`src/rtl/bratcr_ctrl.sv`:
```
`default_nettype none
// =============================================================================
// Module : bratcr_ctrl
// Branch checkpoint FIFO allocator with mispredict restore/drain sequencing.
// Rev    : 1.0
// =============================================================================
module bratcr_ctrl #(
  parameter int BRATCR_NUM_ETY      = 4,
  parameter int BRATCR_NUM_ETY_CLOG = 2,
  parameter int ROB_SIZE_CLOG       = 5,
  parameter int ISSUE_WIDTH_MAX     = 2
) (
  input  logic                                           clk,
  input  logic                                           rst,
  input  logic [ISSUE_WIDTH_MAX-1:0]                     br_req_id,
  input  logic [ROB_SIZE_CLOG-1:0]                       rob_is_ptr,
  output logic [ISSUE_WIDTH_MAX-1:0]                     ckpt_wr_en,
  output logic [ISSUE_WIDTH_MAX*BRATCR_NUM_ETY_CLOG-1:0] ckpt_wr_idx,
  output logic                                           rename_stall,
  input  logic                                           br_mispredict,
  input  logic [ROB_SIZE_CLOG-1:0]                       br_resolve_robid,
  input  logic [ISSUE_WIDTH_MAX-1:0]                     br_ret,
  input  logic                                           rob_flush_done,
  output logic                                           restore_en,
  output logic [BRATCR_NUM_ETY_CLOG-1:0]                 restore_idx,
  output logic                                           flush_fe,
  output logic [BRATCR_NUM_ETY_CLOG:0]                   ckpt_free_cnt,
  output logic                                           err_sticky
);

  localparam int CW = BRATCR_NUM_ETY_CLOG + 1;
  localparam logic [CW-1:0] C_NUM_ETY = CW'(BRATCR_NUM_ETY);

  typedef logic [BRATCR_NUM_ETY_CLOG-1:0] idx_t;
  typedef logic [CW-1:0]                  cnt_t;
  typedef enum logic [1:0] {
    S_IDLE    = 2'd0,
    S_RESTORE = 2'd1,
    S_DRAIN   = 2'd2
  } state_t;

  state_t                    state_q, state_d;
  idx_t                      head_q, head_d;
  idx_t                      tail_q, tail_d;
  cnt_t                      occ_q, occ_d;
  logic [BRATCR_NUM_ETY-1:0] valid_q, valid_d;
  logic [ROB_SIZE_CLOG-1:0]  robid_q [BRATCR_NUM_ETY];
  logic [ROB_SIZE_CLOG-1:0]  robid_d [BRATCR_NUM_ETY];
  logic                      restore_en_q, restore_en_d;
  idx_t                      restore_idx_q, restore_idx_d;
  logic                      flush_fe_q, flush_fe_d;
  logic                      err_sticky_q, err_sticky_d;

  cnt_t req_cnt, ret_cnt, freed, alloc_cnt, kept, free_cnt;
  logic alloc_ok, cam_hit;
  idx_t cam_idx, slot_off;

  always_comb begin
    req_cnt = '0;
    ret_cnt = '0;
    for (int i = 0; i < ISSUE_WIDTH_MAX; i++) begin
      req_cnt = req_cnt + cnt_t'(br_req_id[i]);
      ret_cnt = ret_cnt + cnt_t'(br_ret[i]);
    end
  end

  assign free_cnt     = C_NUM_ETY - occ_q;
  assign rename_stall = (state_q != S_IDLE) || (free_cnt < req_cnt);
  // A mispredict owns the cycle: the group is dropped, not partially written.
  assign alloc_ok     = (state_q == S_IDLE) && !rename_stall && !br_mispredict;
  assign alloc_cnt    = alloc_ok ? req_cnt : '0;
  assign freed        = (ret_cnt > occ_q) ? occ_q : ret_cnt;

  always_comb begin
    cam_hit = 1'b0;
    cam_idx = '0;
    for (int e = 0; e < BRATCR_NUM_ETY; e++) begin
      if (!cam_hit && valid_q[e] && (robid_q[e] == br_resolve_robid)) begin
        cam_hit = 1'b1;
        cam_idx = idx_t'(e);
      end
    end
  end

  always_comb begin
    slot_off    = '0;
    ckpt_wr_en  = '0;
    ckpt_wr_idx = '0;
    robid_d     = robid_q;
    for (int i = 0; i < ISSUE_WIDTH_MAX; i++) begin
      ckpt_wr_en[i] = alloc_ok & br_req_id[i];
      ckpt_wr_idx[i*BRATCR_NUM_ETY_CLOG +: BRATCR_NUM_ETY_CLOG] = tail_q + slot_off;
      if (ckpt_wr_en[i]) begin
        robid_d[tail_q + slot_off] = rob_is_ptr + ROB_SIZE_CLOG'(i);
      end
      if (br_req_id[i]) begin
        slot_off = slot_off + 1'b1;
      end
    end
  end

  always_comb begin
    state_d       = state_q;
    head_d        = head_q + idx_t'(freed);
    tail_d        = tail_q + idx_t'(alloc_cnt);
    occ_d         = occ_q - freed + alloc_cnt;
    restore_idx_d = restore_idx_q;
    err_sticky_d  = err_sticky_q | (ret_cnt > occ_q);
    kept          = '0;
    case (state_q)
      S_IDLE: begin
        if (br_mispredict) begin
          if (cam_hit) begin
            // Entries older than k survive; a retire that reaches past k empties the FIFO.
            kept = cnt_t'(cam_idx - head_q);
            if (freed <= kept) begin
              occ_d = kept - freed;
            end else begin
              occ_d  = '0;
              head_d = cam_idx;
            end
            tail_d        = cam_idx;
            restore_idx_d = cam_idx;
            state_d       = S_RESTORE;
          end else begin
            err_sticky_d = 1'b1;
          end
        end
      end
      S_RESTORE: state_d = S_DRAIN;
      S_DRAIN:   if (rob_flush_done) state_d = S_IDLE;
      default:   state_d = S_IDLE;
    endcase
    for (int e = 0; e < BRATCR_NUM_ETY; e++) begin
      valid_d[e] = cnt_t'(idx_t'(e) - head_d) < occ_d;
    end
    restore_en_d = (state_d == S_RESTORE);
    flush_fe_d   = (state_d != S_IDLE);
  end

  always_ff @(posedge clk or negedge rst) begin
    if (!rst) begin
      state_q       <= S_IDLE;
      head_q        <= '0;
      tail_q        <= '0;
      occ_q         <= '0;
      valid_q       <= '0;
      for (int e = 0; e < BRATCR_NUM_ETY; e++) robid_q[e] <= '0;
      restore_en_q  <= 1'b0;
      restore_idx_q <= '0;
      flush_fe_q    <= 1'b0;
      err_sticky_q  <= 1'b0;
    end else begin
      state_q       <= state_d;
      head_q        <= head_d;
      tail_q        <= tail_d;
      occ_q         <= occ_d;
      valid_q       <= valid_d;
      robid_q       <= robid_d;
      restore_en_q  <= restore_en_d;
      restore_idx_q <= restore_idx_d;
      flush_fe_q    <= flush_fe_d;
      err_sticky_q  <= err_sticky_d;
    end
  end

  assign restore_en    = restore_en_q;
  assign restore_idx   = restore_idx_q;
  assign flush_fe      = flush_fe_q;
  assign ckpt_free_cnt = free_cnt;
  assign err_sticky    = err_sticky_q;

endmodule
`default_nettype wire

```
`config.mk`:
```
export PLATFORM = sky130hd
export DESIGN_NAME = bratcr_ctrl
export DESIGN_NICKNAME = d
export VERILOG_FILES = /design/src/rtl/bratcr_ctrl.sv
export SDC_FILE = /design/constraint.sdc
export NUM_CORES = 1
export LEC_CHECK = 0
export ABC_AREA = 1
export CAP_MARGIN = 0
export CORE_MARGIN = 2
export CORE_UTILIZATION = 37
export DETAILED_ROUTE_END_ITERATION = 16
export SKIP_LAST_GASP = 1
export SYNTH_ARGS = -nofsm -noshare
export SYNTH_HDL_FRONTEND = slang
export SYNTH_SLANG_ARGS = --single-unit
```
`constraint.sdc`:
```
create_clock -name clk -period 5.5 [get_ports clk]
set_clock_uncertainty 0.15 [all_clocks]
set_input_delay 1.1 -clock clk [delete_from_list [all_inputs] [get_ports clk]]
set_output_delay 1.1 -clock clk [all_outputs]
set_load 0.02 [all_outputs]
```
== Word-level counts from Yosys, hierarchy flattened ==
Index checks and enable logic that the tools add are counted.
Word-level totals
  register bits: 38
  bits of input ports: 18
  output and inout port bits: 15
  logic and storage cells: 108
Operators by class
  add/subtract/negate cells: 15
  order comparisons: 11
  equality and inequality tests: 7
  multiplexer cells: 36
  bitwise operators: 5
  reductions and logical operators: 21
Operator list (number)
  20-bit bitwise mux: 2
  20-bit 2-to-1 mux: 2
  2-bit 2-to-1 mux: 13
  5-bit demux with 2-bit select: 2
  5-bit equality test: 4
  3-bit 2-to-1 mux: 5
  3-bit less-than comparator: 4
  1-bit logical AND: 11
  5-bit 2-to-1 mux: 2
  1-bit 2-to-1 mux: 9
  2-bit adder: 3
  3-bit greater-or-equal comparator, second input constant: 2
  3-bit by 1-bit less-than comparator with 1-bit output, second input constant: 2
  2-bit NOT with 3-bit output: 2
  2-bit one-hot mux with 3 select lines: 1
  1-bit by 2-bit subtractor with 3-bit output, first input constant: 2
  2-bit by 2-bit subtractor with 3-bit output, first input constant: 2
  3-bit subtractor: 2
  5-bit by 1-bit adder with 5-bit output, second input constant: 1
  1-bit logical NOT: 5
  1-bit by 1-bit adder with 2-bit output: 2
  2-bit by 1-bit equality test with 1-bit output, second input constant: 2
  2-bit nonzero test: 2
  3-bit by 2-bit adder with 3-bit output: 1
  11 further kinds: 12

== Logic depth before layout (Yosys ltp) ==
  depth in word-level cells: 23
  gate-level depth with buffers: 26
  gate-level depth less buffers: 26

== Least setup slack after synthesis ==
No wires, ideal clock.
  path kind: input -> register
  start point: input port br_resolve_robid[1]
  end point: register valid_q[2]
  data arrival time: 4446 ps
  slack: 787 ps
  cell stages on the path: 26
  cells stage by stage: inv_2 nand2_1 nand2_1 nor2_1 nand3_2 inv_1 nand2_1 a21boi_1 inv_1 ha_1 fa_1 inv_1 ha_1 nand2_1 o211ai_1 inv_1 nand3_4 nand3b_1 o21ai_1 inv_1 ha_1 inv_1 ha_1 nand2_1 nand2_1 nand2_1
On the way
  word-level cells in the longest chain between the ends: 23
  elaborated cells on any way between the ends: 34
Ends and longest elaborated chain
  start: declaration: RTL line 21  | input logic [ROB_SIZE_CLOG-1:0] br_resolve_robid,
  5-bit equality test: RTL line 78  | if (!cam_hit && valid_q[e] && (robid_q[e] == br_resolve_robid)) begin
  1-bit logical AND: RTL line 78
  1-bit 2-to-1 mux: RTL line 78
  1-bit logical NOT: RTL line 78
  1-bit logical AND (2 in series): RTL line 78
  1-bit 2-to-1 mux: RTL line 78
  1-bit logical NOT: RTL line 78
  1-bit logical AND (2 in series): RTL line 78
  (+7 left out)
  2-bit 2-to-1 mux: RTL line 116  | if (freed <= kept) begin
  2-bit 2-to-1 mux (*): RTL line 113  | if (cam_hit) begin
  2-bit 2-to-1 mux (*): RTL line 112  | if (br_mispredict) begin
  2-bit 2-to-1 mux (*): RTL line 110  | case (state_q)
  named net head_d[1]: RTL line 43  | idx_t head_q, head_d;
  2-bit by 2-bit subtractor with 3-bit output (*): RTL line 135  | valid_d[e] = cnt_t'(idx_t'(e) - head_d) < occ_d;
  3-bit less-than comparator (*): RTL line 135
  named net valid_d[2]: RTL line 46  | logic [BRATCR_NUM_ETY-1:0] valid_q, valid_d;
  end signal: assignment: RTL line 158  | valid_q <= valid_d;
  end: declaration: RTL line 46
Mark *: on every way through the listed nets, which the timed path passes. The rest lies on a longest branch.
A chain may end at the register's enable or synchronous reset.

== Worst setup path in the final report ==
Ends and elaborated chain as after synthesis.

==> flow_summary.yaml <==
layout:
  fill_cells: 817
  fin_area_um2: 3660
  diodes: 0
  final_common_cell: "nand2_1"
  final_cell_mix: "91 x nand2_1, 64 x inv_1, 38 x dfrtp_1"
  fin_util_pct: 44.99
  multi_input_area_um2: 1805
  nets: 483
  drive_above_1_share_pct: 15.03
  regArea_um2: 950.9
  areaGrowthSynthToFinish_pct: 19.58
synthesis:
  synth-seq-area-share_pct: 31.07
  synth_compound_area_share_pct: 13.86
  synth_fa_ha_area_share_pct: 12.02
  synth_fp_nets: 443
  syn_area_um2: 3060
  yosys-mux-area-fraction_pct: 0
  synthXorXnorAreaFrac_pct: 3.107
  postSynthAreaPerCell_um2: 7.690
  ys_types: 37
  yosys.area_share.simple_pct: 29.89
  syn-instance-count: 398
  synth_top_family_by_area: "simple AND/OR/NAND/NOR gates"
  synth_warnings: 0
  synth_seq_cells: 38
route:
  firstDrtPassIters: 4
  drt_iter0_drc: 112
  vias: 2640
  viasPerCell: 4.853
  wl_per_cell_um: 13.77
  ant_nets: 0
  routed_wl_um: 7492
  drc: 0
setup_path:
  crit_path_frequent_cell: "nand2_1"
  endpoint_kind: "flip-flop"
  critPathMaxFanout: 5
  cp-start-kind: "input port"
  cp_num_buf_inv: 7
  crit_required_ns: 5.55
  cp.arrival_ns: 5.18
  cp_top_family: "adder cells"
  slowest_delay_ns: 0.59
  slowest_stage: "clkdlybuf4s50_1"
  path_class: "input port to flip-flop"
cts:
  clk_pin_slew_worst_paths_ns: 0.08
  cts_root_buf: "clkbuf_8"
  cts-hold-fix-buffers: 0
  clock_latency_ns: 0.30
  clockBufferDepth: 2
  postCtsSetupBuffers: 0
  cts_tree: "built"
  cts_made_buffers: 5
  htreeDepth: 2
  cts_sinks: 38
sta:
  final-hold-violation-count: 0
  rsz0062_at_grt: "false"
  finalSetupViolations: 0
  tightest_slew_ns: 0.8968
  fmax_ghz: 0.1950
  fin_tns_setup_ns: 0
  report.final.slew_viol_count: 0
  layout_min_cycle_time_ns: 5.129
  max-slew-margin-rel_pct: 40.22
  fin_crit_sh_pct: 93.26
grt:
  grtUsageTotal_pct: 18.29
  grt_pass1_wl_um: 12600
  grt_pass1_vias: 2637
  grt_max_degree: 39
  grt_overflow: 0
  use_met2_pct: 30.56
  busiest_layer: "met2"
  grt_use_met3_pct: 4.549
  grt.met1_usage_pct: 22.80
  antenna_found_initial: 0
placed_design:
  place.detailed.hpwl_um: 5926
  numPortBuffers: 32
  gp_congestion: 0.9065
  dpl_cell_area_um2: 3515
floorplan:
  initial_utilization_pct: 37.62
  dieArea_um2: 9015
  core_um2: 8134
  die_y_um: 94.95
  io_pins: 33
  row_count: 33
  die_w_um: 94.95
power:
  p_leak_nw: 1.865
  powerDensity_nw_per_um2: 763.1
  vdd_drop_max_mv: 0.4047
run_status:
  status: "complete, no violations"
min_path:
  hp-class: "flip-flop to flip-flop"
run:
  drv_cap: 0
[metal layers]
layer  up-vias  share of wire [%]
met2        55                 49
met4         0                2.1
met5         -                  0
met3        11                3.6
li1       1337                  -
met1      1237                 45
[where the power goes]
group / switching (mW) / internal, mW / total [mW] / leakage (nW)
Sequential: 0.110 / 0.427 / 0.537 / 0.447
Combinational: 1.15 / 0.804 / 1.95 / 1.35
Clock: 0.112 / 0.194 / 0.306 / 0.0714
Total: 1.37 / 1.42 / 2.79 / 1.86
[flip-flops by register name, indices dropped and copies added (netlist names)]
register	cells
err_sticky	1
flush_fe	1
head_q	2
occ_q	3
restore_en	1
restore_idx	2
robid_q	20
state_q	2
tail_q	2
valid_q	4
[through the flow]
step           instances  worst slack, ns  hold slack [ns]  total power, mW
2_1_floorplan        398           0.7874           0.3813            1.994
3_3_place_gp         536          0.01197           0.3252            2.450
3_5_place_dp         536         0.002128           0.3277            2.497
4_1_cts              544           0.3107           0.3483            2.812
5_1_grt              544          0.02550           0.3683            3.124
6_report             544           0.3708           0.3373            2.793
[path summary, 6_finish.rpt]
| check | start | to | slack, ns | depth (start not counted) |
|---|---|---|---|---|
| setup / recovery | br_resolve_robid[1] | valid_q[2]$_DFF_PN0_ | 0.37 | 25 |
| hold / removal | err_sticky$_DFF_PN0_ | err_sticky$_DFF_PN0_ | 0.34 | 2 |
| setup reg to reg | robid_q[4]$_DFF_PN0_ | valid_q[2]$_DFF_PN0_ | 1.42 | 26 |
| hold reg to reg | err_sticky$_DFF_PN0_ | err_sticky$_DFF_PN0_ | 0.34 | 2 |
| max in group asynchronous | rst | head_q[0]$_DFF_PN0_ | 3.87 | 1 |
| min in group asynchronous | rst | robid_q[19]$_DFF_PN0_ | 0.77 | 1 |
[final cells by class]
cell class / instances / share of cell area [%]
Clock inverter: 2 / 1.641
Tap cell: 105 / 3.590
Timing Repair Buffer: 35 / 9.299
Inverter: 77 / 7.897
Clock buffer: 6 / 2.256
Sequential cell: 38 / 25.98
Multi-Input combinational cell: 281 / 49.33
[cells by family (layout without fill, tap and decap cells)]
kind of cell,after synthesis,after routing
buf+inv,79,120
flops,38,38
other cells,1,1
fa+ha+maj,27,27
xor+xnor,10,10
simple gates,167,167
compound gates,76,76
[synth_stat cells]
cell type | count | area [µm²]
nand2_1 | 91 | 341.6
inv_1 | 64 | 240.2
dfrtp_1 | 38 | 950.9
o21ai_0 | 30 | 150.1
nor2_1 | 27 | 101.4
a21oi_1 | 25 | 125.1
ha_1 | 23 | 287.8
inv_2 | 13 | 48.80
o21ai_1 | 10 | 50.05
nand3_1 | 9 | 45.04
nand3_2 | 8 | 80.08
nor2_2 | 7 | 43.79
nand3_4 | 6 | 105.1
nand2_4 | 5 | 56.30
xor2_1 | 5 | 43.79
fa_1 | 4 | 80.08
nand2_2 | 4 | 25.02
xnor2_1 | 4 | 35.03
a21boi_2 | 2 | 22.52
buf_4 | 2 | 15.01
nand4_1 | 2 | 12.51
nor2_4 | 2 | 22.52
nor2_8 | 2 | 40.04
o21bai_1 | 2 | 15.01
a21boi_1 | 1 | 7.510
a21oi_2 | 1 | 8.760
a22oi_1 | 1 | 7.510
conb_1 | 1 | 3.750
nand3b_1 | 1 | 7.510
nand3b_2 | 1 | 11.26
nor3_4 | 1 | 16.27
o211ai_1 | 1 | 7.510
o21a_1 | 1 | 7.510
o21ai_4 | 1 | 16.27
o22ai_1 | 1 | 6.260
or2_0 | 1 | 6.260
xor2_2 | 1 | 16.27
[worst min-delay path, cell delays in order (launching register included)]
cell,delay [ns]
dfrtp_1,0.35
a21oi_1,0.05
nand2_1,0.06
[repair_timing]
action / CTS / global route
setup endpoints to repair: 0 / 1
hold endpoints to repair: 0 / 0
resized for setup: 0 / 1
No activity file was read; power rests on OpenSTA's default activity.
